<file path="src/rtl/adder_arbiter.sv">
// rtl/adder_arbiter.sv - round-robin arbiter sharing one adder/subtractor between two requesters
module adder_arbiter #(
  parameter int WIDTH   = 8,
  parameter int TIMEOUT = 16,
  parameter int CNT_W   = 5
) (
  input  logic             clk,
  input  logic             rst,
  input  logic             req0,
  input  logic [WIDTH-1:0] a0,
  input  logic [WIDTH-1:0] b0,
  input  logic             sub0,
  input  logic             req1,
  input  logic [WIDTH-1:0] a1,
  input  logic [WIDTH-1:0] b1,
  input  logic             sub1,
  output logic [1:0]       gnt,
  output logic             done0,
  output logic             done1,
  output logic [WIDTH-1:0] result,
  output logic             c_out,
  output logic             err,
  output logic             busy,
  output logic             adder_en,
  output logic             adder_c_in,
  output logic [WIDTH-1:0] adder_a,
  output logic [WIDTH-1:0] adder_b,
  input  logic [WIDTH-1:0] adder_out,
  input  logic             adder_c_out,
  input  logic             adder_ready
);

  typedef enum logic [1:0] {IDLE, BUSY, DONE} state_t;

  state_t           state, state_n;
  logic [1:0]       gnt_n;
  logic [WIDTH-1:0] result_n, a_q, a_n, b_q, b_n;
  logic             c_out_n, err_n, cin_q, cin_n;
  logic [CNT_W-1:0] cnt, cnt_n;
  logic             last, last_n;
  logic             win1;

  always_ff @(posedge clk) begin
    if (rst) begin
      state  <= IDLE;
      gnt    <= '0;
      result <= '0;
      c_out  <= 1'b0;
      err    <= 1'b0;
      a_q    <= '0;
      b_q    <= '0;
      cin_q  <= 1'b0;
      cnt    <= '0;
      last   <= 1'b1;
    end else begin
      state  <= state_n;
      gnt    <= gnt_n;
      result <= result_n;
      c_out  <= c_out_n;
      err    <= err_n;
      a_q    <= a_n;
      b_q    <= b_n;
      cin_q  <= cin_n;
      cnt    <= cnt_n;
      last   <= last_n;
    end
  end

  // On a tie the requester not served last wins; a lone requester always wins.
  always_comb begin
    win1 = (req0 && req1) ? ~last : req1;
  end

  always_comb begin
    state_n  = state;
    gnt_n    = gnt;
    result_n = result;
    c_out_n  = c_out;
    err_n    = err;
    a_n      = a_q;
    b_n      = b_q;
    cin_n    = cin_q;
    cnt_n    = cnt;
    last_n   = last;
    case (state)
      IDLE: begin
        if (req0 || req1) begin
          a_n     = win1 ? a1 : a0;
          b_n     = win1 ? b1 : b0;
          cin_n   = win1 ? sub1 : sub0;
          gnt_n   = win1 ? 2'b10 : 2'b01;
          cnt_n   = '0;
          state_n = BUSY;
        end
      end
      BUSY: begin
        cnt_n = cnt + CNT_W'(1);
        if (adder_ready) begin
          result_n = adder_out;
          c_out_n  = adder_c_out;
          err_n    = 1'b0;
          state_n  = DONE;
        end else if (cnt == CNT_W'(TIMEOUT - 1)) begin
          c_out_n = 1'b0;
          err_n   = 1'b1;
          state_n = DONE;
        end
      end
      DONE: begin
        last_n  = gnt[1];
        gnt_n   = '0;
        state_n = IDLE;
      end
      default: state_n = IDLE;
    endcase
  end

  // The low adder_en in DONE is what clears the adder's ready before the next operation.
  assign adder_en   = (state == BUSY);
  assign busy       = (state != IDLE);
  assign done0      = (state == DONE) && gnt[0];
  assign done1      = (state == DONE) && gnt[1];
  assign adder_a    = a_q;
  assign adder_b    = b_q;
  assign adder_c_in = cin_q;

endmodule
</file>
<file path="config.mk">
export PLATFORM = sky130hd
export DESIGN_NAME = adder_arbiter
export DESIGN_NICKNAME = d
export VERILOG_FILES = /design/src/rtl/adder_arbiter.sv
export SDC_FILE = /design/constraint.sdc
export NUM_CORES = 1
export LEC_CHECK = 0
export BUFFER_PORTS_ARGS = -buffer_cell sky130_fd_sc_hd__buf_4
export CORE_ASPECT_RATIO = 1.75
export CORE_MARGIN = 2
export CORE_UTILIZATION = 40
export DETAILED_ROUTE_END_ITERATION = 10
export PLACE_DENSITY = 0.74
export RECOVER_POWER = 100
export SETUP_SLACK_MARGIN = 0.05
export SYNTH_ARGS = -nofsm -noshare
export SYNTH_HDL_FRONTEND = slang
export SYNTH_SLANG_ARGS = --single-unit
</file>
<file path="constraint.sdc">
create_clock -name clk -period 1.35 [get_ports clk]
set_clock_uncertainty 0.15 [all_clocks]
set_input_delay 0.135 -clock clk [delete_from_list [all_inputs] [get_ports clk]]
set_output_delay 0.135 -clock clk [all_outputs]
set_load 0.005 [all_outputs]
</file>
* Word-level counts from Yosys, hierarchy flattened
Cells that the tools add are included.
** Word-level totals
- Register bits :: 37
- Bits of input ports :: 48
- Output and inout bits :: 33
- Logic and storage cells :: 49
** Cells by class
- Add/subtract/negate cells :: 1
- Eq/ne operators :: 5
- Muxes and demuxes :: 17
- Bitwise operators :: 1
- Reduce and logical (&&, ||, !) cells :: 15
** Operators by type and width (count)
- $mux W8 :: 2
- $reduce_and A2 Y1 :: 6
- $mux W2 :: 5
- $pmux W5 S2 :: 1
- $pmux W2 S2 :: 2
- $reduce_bool A2 Y1 :: 4
- $mux W1 :: 6
- $add A5 B1 Y5 const B :: 1
- $eq A5 B4 Y1 const B :: 1
- $mux W5 :: 1
- $logic_and A1 B1 Y1 :: 3
- $ne A3 B1 Y1 const B :: 1
- $eq A2 B1 Y1 const B :: 1
- $eq A2 B2 Y1 const B :: 1
- $logic_not A2 Y1 :: 1
- $ne A2 B2 Y1 const B :: 1
- $logic_or A1 B1 Y1 :: 1
- $not A1 Y1 :: 1

* Logic depth before layout (Yosys ltp)
Gate-level depths: netlist of run 1.
- Depth after elaboration :: 5
- Depth in mapped cells :: 6
- Gate-level depth less buffers :: 6

* Worst setup path before layout of run 1
No wires, ideal clock.
- Path type :: register -> register
- Start :: register cnt[0]
- End :: register c_out
- Library setup time :: 0.070 ns
- Data arrival time :: 1.227 ns
- Setup slack :: -0.097 ns
- Cell stages (with the launch flop) :: 7
- Path buffers :: 0
- Clock period less this slack :: 1.447 ns
- Cells stage by stage :: dfxtp_1 > ha_1 > and3_1 > ha_1 > nor2_1 > o21ai_0 > a21oi_1
** On the way
- Longest elaborated chain between the ends :: 3
** Ends and longest elaborated chain
- from (decl) :: line 39 : logic [CNT_W-1:0] cnt, cnt_n;
- from (signal assigned) :: line 64 : cnt <= cnt_n;
- $eq A5 B4 Y1 :: line 103 : end else if (cnt == CNT_W'(TIMEOUT - 1)) begin
- $reduce_bool A2 Y1 (no line)
- $reduce_and A2 Y1 (no line)
- to (signal assigned) :: line 59 : c_out <= c_out_n;
- to (decl) :: line 21 : output logic c_out,
No other way between the ends.
A chain may end at the register's enable or synchronous reset.

* Final worst setup path of run 1
- Start :: register state[0]
- End :: register gnt[0]
** On the way
- Longest elaborated chain between the ends :: 3
- Elaborated cells between the ends (all ways) :: 6
- Those cells by class :: eq/ne: 2; mux: 1; reduce/logical: 3
** Ends and longest elaborated chain
- from (decl) :: line 35 : state_t state, state_n;
- from (signal assigned) :: line 56 : state <= state_n;
- $eq A2 B2 Y1 or $logic_not A2 Y1 (tied branches) :: line 85 : case (state)
- $reduce_bool A2 Y1 (no line) or $ne A2 B2 Y1 (tied branches)
- $reduce_and A2 Y1 (no line)
- to (signal assigned) :: line 57 : gnt <= gnt_n;
- to (decl) :: line 17 : output logic [1:0] gnt,
Several ways; a longest one is shown, not always the timed one.

==> flow_summary.ini, run 1 <==
[status]
status = finished, violations left
violations = negative setup slack

[worst_setup_path]
criticalPathCategory = reg -> reg
critPathMaxFanout = 7
critPathRequiredTime_ns = 1.37
cp.arrival_ns = 1.42
crit_path_end_kind = flip-flop
startpoint_type = flip-flop

[sta]
period_share_pct = 104
fin_ws_ns = -0.0518
tns_ns = -0.181
max_freq_ghz = 0.713
slew-limit-headroom_pct = 72.5
hold_viol_final = 0
fin_crit_ns = 1.40
rsz0062_at_grt = true
setup_violations = 7
slew_violations = 0
tightest_slew_ns = 0.413

[die]
core-area_sq_mm = 0.00390
die-area_sq_mm = 0.00468
chipWidth_um = 52.6
rows = 30
start_util_pct = 42.3
fp.dieH_um = 89.0
pin_count = 81

[placement]
gp_congestion = 0.772
io_buffers = 80
post-place-ws_ns = -0.0562
dpl.hpwl_um = 3250

[route]
antenna_left = 0
route.detailed.wl_per_inst_um = 15.6
drt_iter0_drc = 74
totalWireLength_um = 6030
route.detailed.drc = 0
num_vias = 2063
routed_via_density = 5.34
firstDrtPassIters = 4

[pwr]
ir_drop_mv = 0.917
p_leak_nw = 1.31
p_per_area_mw_per_mm2 = 904

[clock_tree]
clock-sinks = 37
cts_tree = done
cts_root_buffer = clkbuf_8
htree_levels = 2
cts_max_path_buffers = 2
cts-buffers-inserted = 5
clkTransAtPathRegs_ns = 0.07
insertion_delay_ns = 0.29

[global_routing]
gr-usage-all-layers_pct = 25.9
grt-ovfl-total = 0
antenna_found_initial = 0
grt_max_degree = 38
grt_pass1_wl_um = 9130
grt_pass1_vias = 2041

[final_layout]
fin_util_pct = 80.5
layout_commonest_cell = buf_4
layout_common_cells = 61 x buf_4, 44 x dlygate4sd3_1, 33 x nand2_1
area_growth_pct = 90.1
diodes = 0
layout.nets = 387
nFillCells = 245
drive_gt1_share_pct = 39.9

[synthesis]
avgSynthCellArea_sq_um = 8.35
ys_ff_latch = 37
netlist_area_sq_mm = 0.00165
yosysSeqAreaShare_pct = 44.8
yosysUniqueCellTypes = 33
syn_inst = 198
yosysWarnings = 0
syn-num-nets = 248

[hold_path]
hp-class = in -> reg

[flow_run]
drv_cap = 0
==> metal layers <==
| layer | up-vias | share of wire (%) | track usage, % |
|---|---|---|---|
| li1 | 994 | - | - |
| met1 | 948 | 35 | 27.4 |
| met2 | 103 | 55 | 48.6 |
| met3 | 18 | 6.7 | 5.18 |
| met4 | 0 | 2.6 | 9.79 |
| met5 | - | 0 | 0 |
==> registers in the layout, summed over array words and instances (netlist names) <==
signal      cells
adder_a         8
adder_b         8
result          8
cnt             5
gnt             2
state           2
adder_c_in      1
c_out           1
err             1
last            1
==> cell usage after synthesis (all sizes together) <==
master	instances	area, sq um
a31oi	6	37.5
a21boi	1	18.8
clkbuf	5	18.8
o21ai	8	40.0
and2	2	12.5
or3	1	6.26
nand4	5	31.3
nand3b	1	7.51
nor2b	1	6.26
and3	1	6.26
or2	1	6.26
inv	3	13.8
nand2	33	124
dfxtp	37	741
ha	2	25.0
nor2	5	21.3
a21oi	27	135
buf	12	81.3
nand3	17	85.1
o211ai	5	37.5
a22oi	1	7.51
o21a	1	7.51
nand2b	5	31.3
nor3	1	5.00
a211oi	3	22.5
a211o	1	8.76
a21bo	1	10.0
a311oi	12	105
==> cells by family (layout without fill, tap and decap cells) <==
| group | Yosys count | count (layout) | synth area share [%] |
|---|---|---|---|
| compound gates | 66 | 66 | 26.0 |
| fa+ha+maj | 2 | 2 | 1.51 |
| buf+inv | 20 | 160 | 6.89 |
| flops | 37 | 37 | 44.8 |
| simple gates | 73 | 73 | 20.7 |
==> worst paths after layout <==
check,start,endpoint,slack (ns),cells past startpoint
worst max-delay path,state[0],gnt[0],-0.05,6
worst min-delay path,adder_ready,result[2],0.04,3
worst max register to register,state[0],gnt[0],-0.05,6
worst min register to register,result[4],result[4],0.32,2
==> worst max-delay path, stage by stage (launching register included) <==
cell      delay (ns)
dfxtp_4         0.38
nor2_4          0.11
inv_2           0.07
buf_12          0.13
buf_4           0.15
o211ai_1        0.18
a21oi_1         0.10
==> metrics by stage <==
step,power [W],instances,instance area [sq um],hold slack [ns]
2_1_floorplan,0.00153,198,1700,0.132
3_3_place_gp,0.00185,322,2400,0.252
3_5_place_dp,0.00186,322,2400,0.261
4_1_cts,0.00277,384,3060,0.0384
5_1_grt,0.00297,386,3140,0.0538
6_report,0.00284,386,3140,0.0418
==> timing repair <==
item,CTS,global route
hold buffers,44,0
buffers inserted,9,3
hold endpoints to repair,27,0
gates resized for setup,27,14
endpoints found under the setup margin,35,39
cloned,1,1
pin swaps,15,21
==> area by class of cell <==
class / instances / area [sq um] / share of cell area, %
repair buffers: 149 / 1320 / 41.9
multi-input cells: 141 / 918 / 29.2
flip-flops and latches: 37 / 752 / 23.9
clock buffers: 8 / 80.1 / 2.55
well taps: 48 / 60.1 / 1.91
inverters: 3 / 13.8 / 0.438
==> power breakdown <==
part / switching (W) / internal [W]
Sequential: 0.0000592 / 0.00118
Combinational: 0.000363 / 0.000500
Clock: 0.000376 / 0.000367
Total: 0.000799 / 0.00204
(Power assumes the default switching activity.)
==> run 2, diff against run 1 <==
RECOVER_POWER = 25   (was 100)
==> flow_summary.ini, run 2 (same netlist as run 1, synthesis figures left out) <==
[status]
status = finished, violations left
violations = negative setup slack

[sta]
tns_ns = -0.193
period_share_pct = 104
setup_violations = 8
slew_violations = 0
fin_ws_ns = -0.0541
rsz0062_at_grt = true
tightest_slew_ns = 0.418
max_freq_ghz = 0.712
slew-limit-headroom_pct = 72.1
hold_viol_final = 0
fin_crit_ns = 1.40

[pwr]
p_sw_share_pct = 28.0
pwr-share-clk_pct = 26.0
p_per_area_mw_per_mm2 = 904
p_int_w = 0.00205
power.switching_w = 0.000799
seq_power_share_pct = 43.3
power_w = 0.00285
ir_drop_mv = 0.914
p_leak_nw = 1.33
power_frac_comb_pct = 30.6

[route]
firstDrtPassIters = 4
route.detailed.wl_per_inst_um = 15.8
num_vias = 2068
routed_via_density = 5.36
drt_iter0_drc = 72
totalWireLength_um = 6100
route.detailed.drc = 0
antenna_left = 0

[worst_setup_path]
cp.arrival_ns = 1.42
critPathMaxFanout = 7
criticalPathCategory = reg -> reg
startpoint_type = flip-flop
crit_chain = nor2_4 -> inv_2 -> buf_12 -> buf_4 -> o211ai_1 -> a21oi_1
slowest_delay_ns = 0.38
crit_path_end_kind = flip-flop
critPathRequiredTime_ns = 1.36
ff2ff_setup_slack_ns = -0.05
crit_path_top_delay_cell = dfxtp_4

[final_layout]
area_growth_pct = 90.8
multi_input_area_sq_um = 918
regArea_sq_um = 752
layout_common_cells = 77 x buf_4, 44 x dlygate4sd3_1, 33 x nand2_1
layout.nets = 387
drive_gt1_share_pct = 40.8
diodes = 0
nFillCells = 240
layout_commonest_cell = buf_4

[global_routing]
grt-ovfl-total = 0
grt_max_degree = 38
antenna_found_initial = 0
grt_pass1_wl_um = 9130
gr-usage-all-layers_pct = 25.9
grt_pass1_vias = 2041

[placement]
dpl.hpwl_um = 3250
gp_congestion = 0.772
io_buffers = 80

[clock_tree]
cts_root_buffer = clkbuf_8
htree_levels = 2
cts-buffers-inserted = 5
cts_max_path_buffers = 2
cts_tree = done
clock-sinks = 37
insertion_delay_ns = 0.29
clkTransAtPathRegs_ns = 0.07

[flow_run]
drv_cap = 0

[die]
die-area_sq_mm = 0.00468
fp.dieH_um = 89.0
pin_count = 81
start_util_pct = 42.3
core-area_sq_mm = 0.00390
chipWidth_um = 52.6
rows = 30

[hold_path]
hp-class = in -> reg
[run 2: area by class of cell]
class / count / share of cell area [%]
tap: 48 / 1.90
clock buffer: 8 / 2.54
sequential: 37 / 23.8
inverter: 3 / 0.437
multi-input combinational: 141 / 29.1
timing repair buffer: 149 / 42.1
[run 2: path summary, 6_finish.rpt]
check	from	endpoint	cells after the start
setup / recovery	state[0]	gnt[0]	6
hold reg to reg	result[4]	result[4]	2
setup reg to reg	state[0]	gnt[0]	6
hold / removal	adder_ready	result[2]	3
[run 2: metrics by stage]
step	cell area (sq um)	setup WS, ns	hold WS, ns	std cells	utilization, %
floorplan	1700	0.0175	0.132	198	-
global placement	2400	-0.000490	0.252	322	61.4
detailed placement	2400	-0.0562	0.261	322	61.4
CTS	3060	-0.0280	0.0384	384	78.5
global route	3150	-0.145	0.0538	386	80.8
finish	3150	-0.0541	0.0433	386	80.8
[run 2: routing by layer]
metal | track usage, % | vias to the layer above | wire, um
met2 | 48.6 | 98 | 3410
met1 | 27.4 | 958 | 2180
li1 | - | 995 | -
met5 | 0 | - | 0
met4 | 9.79 | 0 | 145
met3 | 5.18 | 17 | 359
[run 2: power by group through the flow]
stage	Sequential, W	Combinational (W)	Clock, W
global placement	0.00125	0.000602	0
detailed placement	0.00125	0.000605	0
global route	0.00124	0.000935	0.000801
CTS	0.00123	0.000787	0.000757
floorplan	0.00125	0.000279	0
finish	0.00124	0.000873	0.000741
[run 2: critical path, delay by kind of cell, from the launching register on]
| family | cells | cell delay (ns) |
|---|---|---|
| buffers and inverters | 3 | 0.35 |
| flip-flops | 1 | 0.38 |
| AND/OR/NAND/NOR | 1 | 0.11 |
| AO/OA/AOI/OAI | 2 | 0.28 |
[run 2: repair_timing]
item                       CTS  global route
hold buffers                44             0
gates cloned                 1             1
setup buffers                9             3
pin swaps                   15            21
resized for setup           27            14
hold endpoints to repair    27             0
setup endpoints to repair   35            39
